**src/rtl/ascon_cfg.sv**
```systemverilog
// ascon_cfg: shared Ascon mode codes, sequencer state encoding, permutation
// lengths and control-word bit positions used by the round sequencer.
package ascon_cfg;

    // Mode codes (3'd5..3'd7 are undefined)
    localparam logic [2:0] ASCON_128  = 3'd0;
    localparam logic [2:0] ASCON_128A = 3'd1;
    localparam logic [2:0] ASCON_80PQ = 3'd2;
    localparam logic [2:0] ASCON_HASH = 3'd3;
    localparam logic [2:0] ASCON_XOF  = 3'd4;

    // Permutation lengths p^b
    localparam logic [3:0] PB_FULL = 4'd12;
    localparam logic [3:0] PB_128A = 4'd8;
    localparam logic [3:0] PB_128  = 4'd6;

    // Number of squeeze blocks for a plain hash
    localparam logic [7:0] HASH_BLOCKS = 8'd4;

    // Bit positions inside control_o
    localparam int CTRL_START     = 0;
    localparam int CTRL_PDO       = 1;
    localparam int CTRL_INIT_KEY  = 2;
    localparam int CTRL_SEP       = 3;
    localparam int CTRL_ABS_TEXT  = 4;
    localparam int CTRL_ABS_AD    = 5;
    localparam int CTRL_FINAL_CT  = 6;
    localparam int CTRL_EOT_KEY   = 7;

    typedef enum logic [3:0] {
        ST_IDLE       = 4'd0,
        ST_INIT_PERM  = 4'd1,
        ST_INIT_KEY   = 4'd2,
        ST_AD         = 4'd3,
        ST_AD_PERM    = 4'd4,
        ST_SEP        = 4'd5,
        ST_TEXT       = 4'd6,
        ST_TEXT_PERM  = 4'd7,
        ST_FINAL_PERM = 4'd8,
        ST_TAG        = 4'd9,
        ST_MSG        = 4'd10,
        ST_MSG_PERM   = 4'd11,
        ST_SQUEEZE    = 4'd12,
        ST_SQZ_PERM   = 4'd13
    } seq_state_e;

    function automatic logic mode_is_valid(input logic [2:0] mode);
        logic ok;
        case (mode)
            ASCON_128, ASCON_128A, ASCON_80PQ,
            ASCON_HASH, ASCON_XOF:              ok = 1'b1;
            default:                            ok = 1'b0;
        endcase
        return ok;
    endfunction

    function automatic logic mode_is_aead(input logic [2:0] mode);
        logic aead;
        case (mode)
            ASCON_128, ASCON_128A, ASCON_80PQ: aead = 1'b1;
            default:                           aead = 1'b0;
        endcase
        return aead;
    endfunction

    // Length of the permutation that follows a data block
    function automatic logic [3:0] data_rounds(input logic [2:0] mode);
        logic [3:0] b;
        case (mode)
            ASCON_128, ASCON_80PQ: b = PB_128;
            ASCON_128A:            b = PB_128A;
            default:               b = PB_FULL;
        endcase
        return b;
    endfunction

endpackage

```
**src/rtl/perm_round_counter.sv**
```systemverilog
// perm_round_counter: tracks the round-constant index of a p^b permutation
// executed R rounds per cycle. The first cycle starts at 12-b, each cycle
// advances by R, and the index is clamped to 12-R so the final cycle always
// finishes at round 11.
module perm_round_counter (
    input  logic       clk_i,
    input  logic       rst_n_i,
    input  logic       load_i,
    input  logic [3:0] b_i,
    input  logic       advance_i,
    input  logic [3:0] rpc_i,
    output logic [3:0] round_cnt_o,
    output logic       last_o
);

    logic [3:0] rc_q;
    logic [3:0] rc_d;
    logic [4:0] sum_s;
    logic [3:0] ceil_s;

    // Next round index: load on entry, step by R while running, clamp at 12-R
    always_comb begin
        sum_s  = {1'b0, rc_q} + {1'b0, rpc_i};
        ceil_s = 4'd12 - rpc_i;
        last_o = (sum_s >= 5'd12);
        rc_d   = rc_q;
        if (load_i) begin
            rc_d = 4'd12 - b_i;
        end else if (advance_i && !last_o) begin
            if (sum_s > {1'b0, ceil_s}) begin
                rc_d = ceil_s;
            end else begin
                rc_d = sum_s[3:0];
            end
        end else begin
            rc_d = rc_q;
        end
    end

    // Round index register
    always_ff @(posedge clk_i or negedge rst_n_i) begin
        if (!rst_n_i) begin
            rc_q <= 4'd0;
        end else begin
            rc_q <= rc_d;
        end
    end

    assign round_cnt_o = rc_q;

endmodule

```
**src/rtl/ascon_sequencer.sv**
```systemverilog
// ascon_sequencer: control FSM that walks the Ascon state datapath through
// AEAD (init, AD, separation, text, finalisation, tag) and HASH/XOF
// (init, message absorb, finalisation, squeeze) phases. Block handshakes are
// answered in the same cycle the block is presented.
module ascon_sequencer
    import ascon_cfg::*;
#(
    parameter int ROUNDS_PER_CYCLE0 = 3,
    parameter int ROUNDS_PER_CYCLE1 = 2
) (
    input  logic       clk_i,
    input  logic       rst_n_i,
    input  logic [2:0] run_mode_i,
    input  logic       start_i,
    input  logic       decrypt_i,
    input  logic       ad_empty_i,
    input  logic [7:0] xof_blocks_i,
    input  logic       blk_valid_i,
    input  logic       blk_last_i,
    output logic       blk_ready_o,
    output logic       ready_o,
    output logic [7:0] control_o,
    output logic [3:0] round_cnt_o,
    output logic       out_valid_o,
    output logic       done_o
);

    localparam logic [3:0] RPC0_C = ROUNDS_PER_CYCLE0[3:0];
    localparam logic [3:0] RPC1_C = ROUNDS_PER_CYCLE1[3:0];

    seq_state_e state_q, state_d;
    logic [2:0] mode_q, mode_d;
    logic       decrypt_q, decrypt_d;
    logic       ad_empty_q, ad_empty_d;
    logic       ad_last_q, ad_last_d;
    logic [7:0] sqz_left_q, sqz_left_d;

    logic       start_accept_s;
    logic       aead_s;
    logic [3:0] data_b_s;
    logic [3:0] rpc_s;
    logic [7:0] ctrl_s;
    logic       blk_ready_s;
    logic       out_valid_s;
    logic       done_s;
    logic       cnt_load_s;
    logic [3:0] cnt_b_s;
    logic [3:0] cnt_rc_s;
    logic       cnt_last_s;

    assign start_accept_s = start_i && rst_n_i && (state_q == ST_IDLE);
    assign aead_s         = mode_is_aead(mode_q);
    assign data_b_s       = data_rounds(mode_q);
    assign rpc_s          = (mode_q == ASCON_128A) ? RPC1_C : RPC0_C;

    perm_round_counter u_perm_round_counter (
        .clk_i       (clk_i),
        .rst_n_i     (rst_n_i),
        .load_i      (cnt_load_s),
        .b_i         (cnt_b_s),
        .advance_i   (ctrl_s[CTRL_PDO]),
        .rpc_i       (rpc_s),
        .round_cnt_o (cnt_rc_s),
        .last_o      (cnt_last_s)
    );

    // Next-state, control word and handshake decode for the current phase
    always_comb begin
        state_d     = state_q;
        mode_d      = mode_q;
        decrypt_d   = decrypt_q;
        ad_empty_d  = ad_empty_q;
        ad_last_d   = ad_last_q;
        sqz_left_d  = sqz_left_q;
        ctrl_s      = 8'h00;
        blk_ready_s = 1'b0;
        out_valid_s = 1'b0;
        done_s      = 1'b0;
        cnt_load_s  = 1'b0;
        cnt_b_s     = PB_FULL;

        case (state_q)
            ST_IDLE: begin
                if (start_accept_s) begin
                    ctrl_s[CTRL_START] = 1'b1;
                    mode_d     = run_mode_i;
                    decrypt_d  = decrypt_i;
                    ad_empty_d = ad_empty_i;
                    ad_last_d  = 1'b0;
                    if (run_mode_i == ASCON_HASH) begin
                        sqz_left_d = HASH_BLOCKS;
                    end else if (run_mode_i == ASCON_XOF) begin
                        sqz_left_d = (xof_blocks_i == 8'd0) ? 8'd1 : xof_blocks_i;
                    end else begin
                        sqz_left_d = 8'd1;
                    end
                    cnt_load_s = 1'b1;
                    cnt_b_s    = PB_FULL;
                    state_d    = ST_INIT_PERM;
                end else begin
                    state_d = ST_IDLE;
                end
            end

            ST_INIT_PERM: begin
                // An undefined latched mode abandons the run silently
                if (!mode_is_valid(mode_q)) begin
                    state_d = ST_IDLE;
                end else begin
                    ctrl_s[CTRL_PDO] = 1'b1;
                    if (cnt_last_s) begin
                        state_d = aead_s ? ST_INIT_KEY : ST_MSG;
                    end else begin
                        state_d = ST_INIT_PERM;
                    end
                end
            end

            ST_INIT_KEY: begin
                ctrl_s[CTRL_INIT_KEY] = 1'b1;
                state_d = ad_empty_q ? ST_SEP : ST_AD;
            end

            ST_AD: begin
                if (blk_valid_i) begin
                    blk_ready_s            = 1'b1;
                    ctrl_s[CTRL_ABS_AD]    = 1'b1;
                    ctrl_s[CTRL_FINAL_CT]  = 1'b1;
                    ad_last_d              = blk_last_i;
                    cnt_load_s             = 1'b1;
                    cnt_b_s                = data_b_s;
                    state_d                = ST_AD_PERM;
                end else begin
                    state_d = ST_AD;
                end
            end

            ST_AD_PERM: begin
                ctrl_s[CTRL_PDO] = 1'b1;
                if (cnt_last_s) begin
                    state_d = ad_last_q ? ST_SEP : ST_AD;
                end else begin
                    state_d = ST_AD_PERM;
                end
            end

            ST_SEP: begin
                ctrl_s[CTRL_SEP] = 1'b1;
                state_d = ST_TEXT;
            end

            ST_TEXT: begin
                if (blk_valid_i) begin
                    blk_ready_s           = 1'b1;
                    ctrl_s[CTRL_FINAL_CT] = ~decrypt_q;
                    cnt_load_s            = 1'b1;
                    if (blk_last_i) begin
                        ctrl_s[CTRL_EOT_KEY] = 1'b1;
                        cnt_b_s              = PB_FULL;
                        state_d              = ST_FINAL_PERM;
                    end else begin
                        ctrl_s[CTRL_ABS_TEXT] = 1'b1;
                        cnt_b_s               = data_b_s;
                        state_d               = ST_TEXT_PERM;
                    end
                end else begin
                    state_d = ST_TEXT;
                end
            end

            ST_TEXT_PERM: begin
                ctrl_s[CTRL_PDO] = 1'b1;
                state_d = cnt_last_s ? ST_TEXT : ST_TEXT_PERM;
            end

            ST_MSG: begin
                if (blk_valid_i) begin
                    blk_ready_s           = 1'b1;
                    ctrl_s[CTRL_ABS_TEXT] = 1'b1;
                    ctrl_s[CTRL_FINAL_CT] = 1'b1;
                    cnt_load_s            = 1'b1;
                    cnt_b_s               = PB_FULL;
                    state_d               = blk_last_i ? ST_FINAL_PERM : ST_MSG_PERM;
                end else begin
                    state_d = ST_MSG;
                end
            end

            ST_MSG_PERM: begin
                ctrl_s[CTRL_PDO] = 1'b1;
                state_d = cnt_last_s ? ST_MSG : ST_MSG_PERM;
            end

            ST_FINAL_PERM: begin
                ctrl_s[CTRL_PDO] = 1'b1;
                if (cnt_last_s) begin
                    state_d = aead_s ? ST_TAG : ST_SQUEEZE;
                end else begin
                    state_d = ST_FINAL_PERM;
                end
            end

            ST_TAG: begin
                out_valid_s = 1'b1;
                done_s      = 1'b1;
                state_d     = ST_IDLE;
            end

            ST_SQUEEZE: begin
                out_valid_s = 1'b1;
                if (sqz_left_q <= 8'd1) begin
                    done_s  = 1'b1;
                    state_d = ST_IDLE;
                end else begin
                    sqz_left_d = sqz_left_q - 8'd1;
                    cnt_load_s = 1'b1;
                    cnt_b_s    = PB_FULL;
                    state_d    = ST_SQZ_PERM;
                end
            end

            ST_SQZ_PERM: begin
                ctrl_s[CTRL_PDO] = 1'b1;
                state_d = cnt_last_s ? ST_SQUEEZE : ST_SQZ_PERM;
            end

            default: begin
                state_d = ST_IDLE;
            end
        endcase
    end

    // Phase register and per-run configuration latched at start
    always_ff @(posedge clk_i or negedge rst_n_i) begin
        if (!rst_n_i) begin
            state_q    <= ST_IDLE;
            mode_q     <= ASCON_128;
            decrypt_q  <= 1'b0;
            ad_empty_q <= 1'b0;
            ad_last_q  <= 1'b0;
            sqz_left_q <= 8'd0;
        end else begin
            state_q    <= state_d;
            mode_q     <= mode_d;
            decrypt_q  <= decrypt_d;
            ad_empty_q <= ad_empty_d;
            ad_last_q  <= ad_last_d;
            sqz_left_q <= sqz_left_d;
        end
    end

    assign ready_o     = (state_q == ST_IDLE);
    assign control_o   = ctrl_s;
    assign blk_ready_o = blk_ready_s;
    assign out_valid_o = out_valid_s;
    assign done_o      = done_s;
    assign round_cnt_o = ctrl_s[CTRL_PDO] ? cnt_rc_s : 4'd0;

endmodule

```
**config.mk**
```make
export PLATFORM = sky130hd
export DESIGN_NAME = ascon_sequencer
export DESIGN_NICKNAME = d
export VERILOG_FILES = /design/src/rtl/ascon_cfg.sv /design/src/rtl/perm_round_counter.sv /design/src/rtl/ascon_sequencer.sv
export SDC_FILE = /design/constraint.sdc
export NUM_CORES = 1
export LEC_CHECK = 0
export ABC_AREA = 1
export BUFFER_PORTS_ARGS = -buffer_cell sky130_fd_sc_hd__buf_2
export CAP_MARGIN = 20
export CORE_ASPECT_RATIO = 1.5
export CORE_MARGIN = 5
export CORE_UTILIZATION = 56
export DETAILED_ROUTE_END_ITERATION = 6
export GPL_TIMING_DRIVEN = 0
export PLACE_DENSITY = 0.8
export SLEW_MARGIN = 20
export SYNTH_ARGS = -nofsm -noshare
export SYNTH_HDL_FRONTEND = slang
export SYNTH_SLANG_ARGS = --single-unit
```
**constraint.sdc**
```tcl
create_clock -name clk_i -period 2.6 [get_ports clk_i]
set_input_delay 0 -clock clk_i [delete_from_list [all_inputs] [get_ports clk_i]]
set_output_delay 0 -clock clk_i [all_outputs]
set_load 0.01 [all_outputs]
```
==> flow_summary_export.csv <==
group,metric,value,unit
global_route,grt-ovfl-total,0,
setup_path,arrival,2.50,ns
power_and_ir_drop,p_leak,0.00120,µW
die,dieArea,4540,µm²
placed_design,placed_area,2050,µm²
synth,synth-seq-cells,22,
cells_and_area,layout_commonest_cell,"nand2_1",
cts,tritoncts,"built",
synth,yosys_warnings,0,
synth,synth_area_leader_cell,"dfrtp_1",
global_route,grt_max_degree,25,
sta,timing.hold.ws,0.0321,ns
setup_path,critPathCaptureType,"flop",
power_and_ir_drop,ir_drop,0.778,mV
setup_path,reg2reg_depth,14,
sta,worstMarginPinSlew,0.579,ns
global_route,grt_antenna_before_repair,0,
sta,drv_slew,0,
synth,yosys-top-cells-area,"dfrtp_1 (30%), nand2_1 (17%), nor2_1 (7.6%)",
sta,grt_setup_unrepaired,"no",
cells_and_area,layout-drive-gt1-share,18.9,%
setup_path,start_kind,"flop",
sta,setup_viol,0,
placed_design,port_buffers,33,
placed_design,hpwl,3.82,mm
cells_and_area,diodes,0,
synth,synth_cell_types,29,
drt,firstDrtPassIters,5,
synth,yosysSeqAreaShare,30.0,%
hold_path,hold_class,"in -> reg",
cts,h-tree-depth,1,
setup_path,cp.required,2.81,ns
setup_path,cp_max_fo,9,
placed_design,routabilityCongestion,1.01,
global_route,grtUsageTotal,22.2,%
die,fp-row-count,25,
die,die_w,56.7,µm
die,initial_utilization,58.1,%
sta,fmax,436,MHz
flow_run,maxCapViolCount,0,
sta,slew_headroom,61.4,%
cts,clock-sinks,22,
setup_path,path_class,"reg -> reg",
synth,avgSynthCellArea,6.39,µm²
cts,numCtsBuffers,3,
cts,clockRootBuffer,"clkbuf_8",
cts,clkLatencyLatePin,0.27,ns
cells_and_area,stdcell_area,2140,µm²
cells_and_area,post-route-util,67.8,%
cts,ctsLongestPathBuffers,2,
drt,drc,0,
drt,drtAntennaViolNets,0,
outcome,outcome,"completed",
drt,num_vias,1965,
sta,period_minus_slack,2.29,ns
cts,clkTransAtPathRegs,0.08,ns
sta,fin_crit_sh,88.3,%
drt,wire_per_inst,12.8,µm
synth,synth_nets,311,
cells_and_area,syn2layout_area_growth,16.7,%
die,ios,34,
cts,cts-resized-gates,0,
synth,netlist_instances,287,
cells_and_area,finalNetCount,354,
synth,synth_top_area_share,30.0,%
sta,fin_worst_skew,0.00865,ns
drt,drtIter0Drc,80,
hold_path,holdPathStages,3,
sta,final.setup.tns,0,ns
power_and_ir_drop,p_per_area,1200,nW/µm²
global_route,grt_pass1_vias,1864,
global_route,grt_pass1_wl,7.93,mm
die,die_y,80.1,µm
sta,hold_viol,0,
synth,syn_area,1830,µm²
die,core-area,3160,µm²
drt,via_per_inst,5.34,
cells_and_area,final_cell_mix,"nand2_1 (84), nor2_1 (37), inv_1 (34)",
drt,postRouteWirelength,4.71,mm
## cell usage after synthesis
cell type and instances:
nor2_1 37, ha_1 6, nand3_4 1, o211ai_1 3
nand2_4 2, or2_1 1, clkinv_2 2, nand3_1 22
nor2_2 2, buf_4 3, o21ai_0 15, nand3b_1 1
xnor2_1 1, nor3_1 4, nand4_1 5, inv_2 6
nand3_2 2, o22ai_1 2, dfrtp_1 22, a21oi_1 15
a31oi_1 2, nor4_1 1, nor2_4 3, a32oi_1 1
nand2_1 84, a22oi_1 4, inv_1 34, o31ai_1 1
nand2_2 5
## cell type report
type / count / area [µm²]
timing repair buffer: 38 / 215
clock buffer: 3 / 41.3
buffer: 3 / 22.5
fill: 301 / 1020
multi-input combinational: 220 / 1100
sequential: 22 / 551
tap: 40 / 50.0
inverter: 42 / 160
## path summary, 6_finish.rpt
check	slack, ns	to	startpoint
worst min register to register	0.51	decrypt_q	decrypt_q
worst max-delay path	0.31	u_perm_round_counter.round_cnt_o[2]	mode_q[2]
min in group asynchronous	0.26	state_q[1]	rst_n_i
worst max register to register	0.31	u_perm_round_counter.round_cnt_o[2]	mode_q[2]
max in group asynchronous	1.95	mode_q[1]	rst_n_i
worst min-delay path	0.03	mode_q[2]	run_mode_i[2]
## registers in the layout, indices dropped and copies added, names as in the netlist
signal / flops
u_perm_round_counter.round_cnt_o: 4
mode_q: 3
ad_last_q: 1
ad_empty_q: 1
decrypt_q: 1
state_q: 4
sqz_left_q: 8
## layer usage
metal	routed length (µm)	global-route usage, %	vias up
met4	97	9.28	0
met1	1840	24.3	881
li1	-	-	1016
met3	252	2.57	10
met2	2520	42.5	58
met5	0	0	-
## logic make-up (layout without fill, tap and decap cells)
family                   count (synthesis)  count (layout)  share of synthesized area, %
AO/OA/AOI/OAI                           43              43                          13.3
adder cells (fa/ha/maj)                  6               6                          4.09
buffers and inverters                   45              86                          9.96
XOR/XNOR                                 1               1                         0.478
flip-flops                              22              22                          30.0
AND/OR/NAND/NOR                        170             170                          42.2
## stage by stage
stage | instances | worst slack [ns] | total power, µW
floorplan | 287 | 0.569 | 1920
finish | 368 | 0.305 | 2580
global route | 368 | 0.0239 | 2870
detailed placement | 360 | 0.333 | 2350
global placement | 360 | 0.354 | 2320
CTS | 368 | 0.312 | 2580
## power breakdown
| group | total (µW) | internal, µW | switching [µW] | leakage (µW) |
|---|---|---|---|---|
| clock network | 216 | 104 | 113 | 0.0000216 |
| logic | 1720 | 609 | 1120 | 0.000897 |
| registers | 638 | 503 | 135 | 0.000279 |
| total | 2580 | 1220 | 1360 | 0.00120 |
## critical path, stage by stage, from the launching register on
cell and delay [ns]:
dfrtp_1 0.41, inv_1 0.10, nand3_1 0.18, ha_1 0.24
inv_1 0.08, ha_1 0.19, xnor2_1 0.16, nand3_1 0.10
nand2_1 0.18, clkinv_2 0.17, nand2_1 0.11, nand2_1 0.07
inv_1 0.12, nand2_1 0.07, nand3_1 0.07
## what timing repair did
| item | 4_1_cts | 5_1_grt |
|---|---|---|
| endpoints found under the hold margin | 26 | 0 |
| endpoints found under the setup margin | 0 | 0 |
| setup buffers | 0 | 0 |
| hold buffers | 5 | 0 |
(Power assumes the default switching activity.)
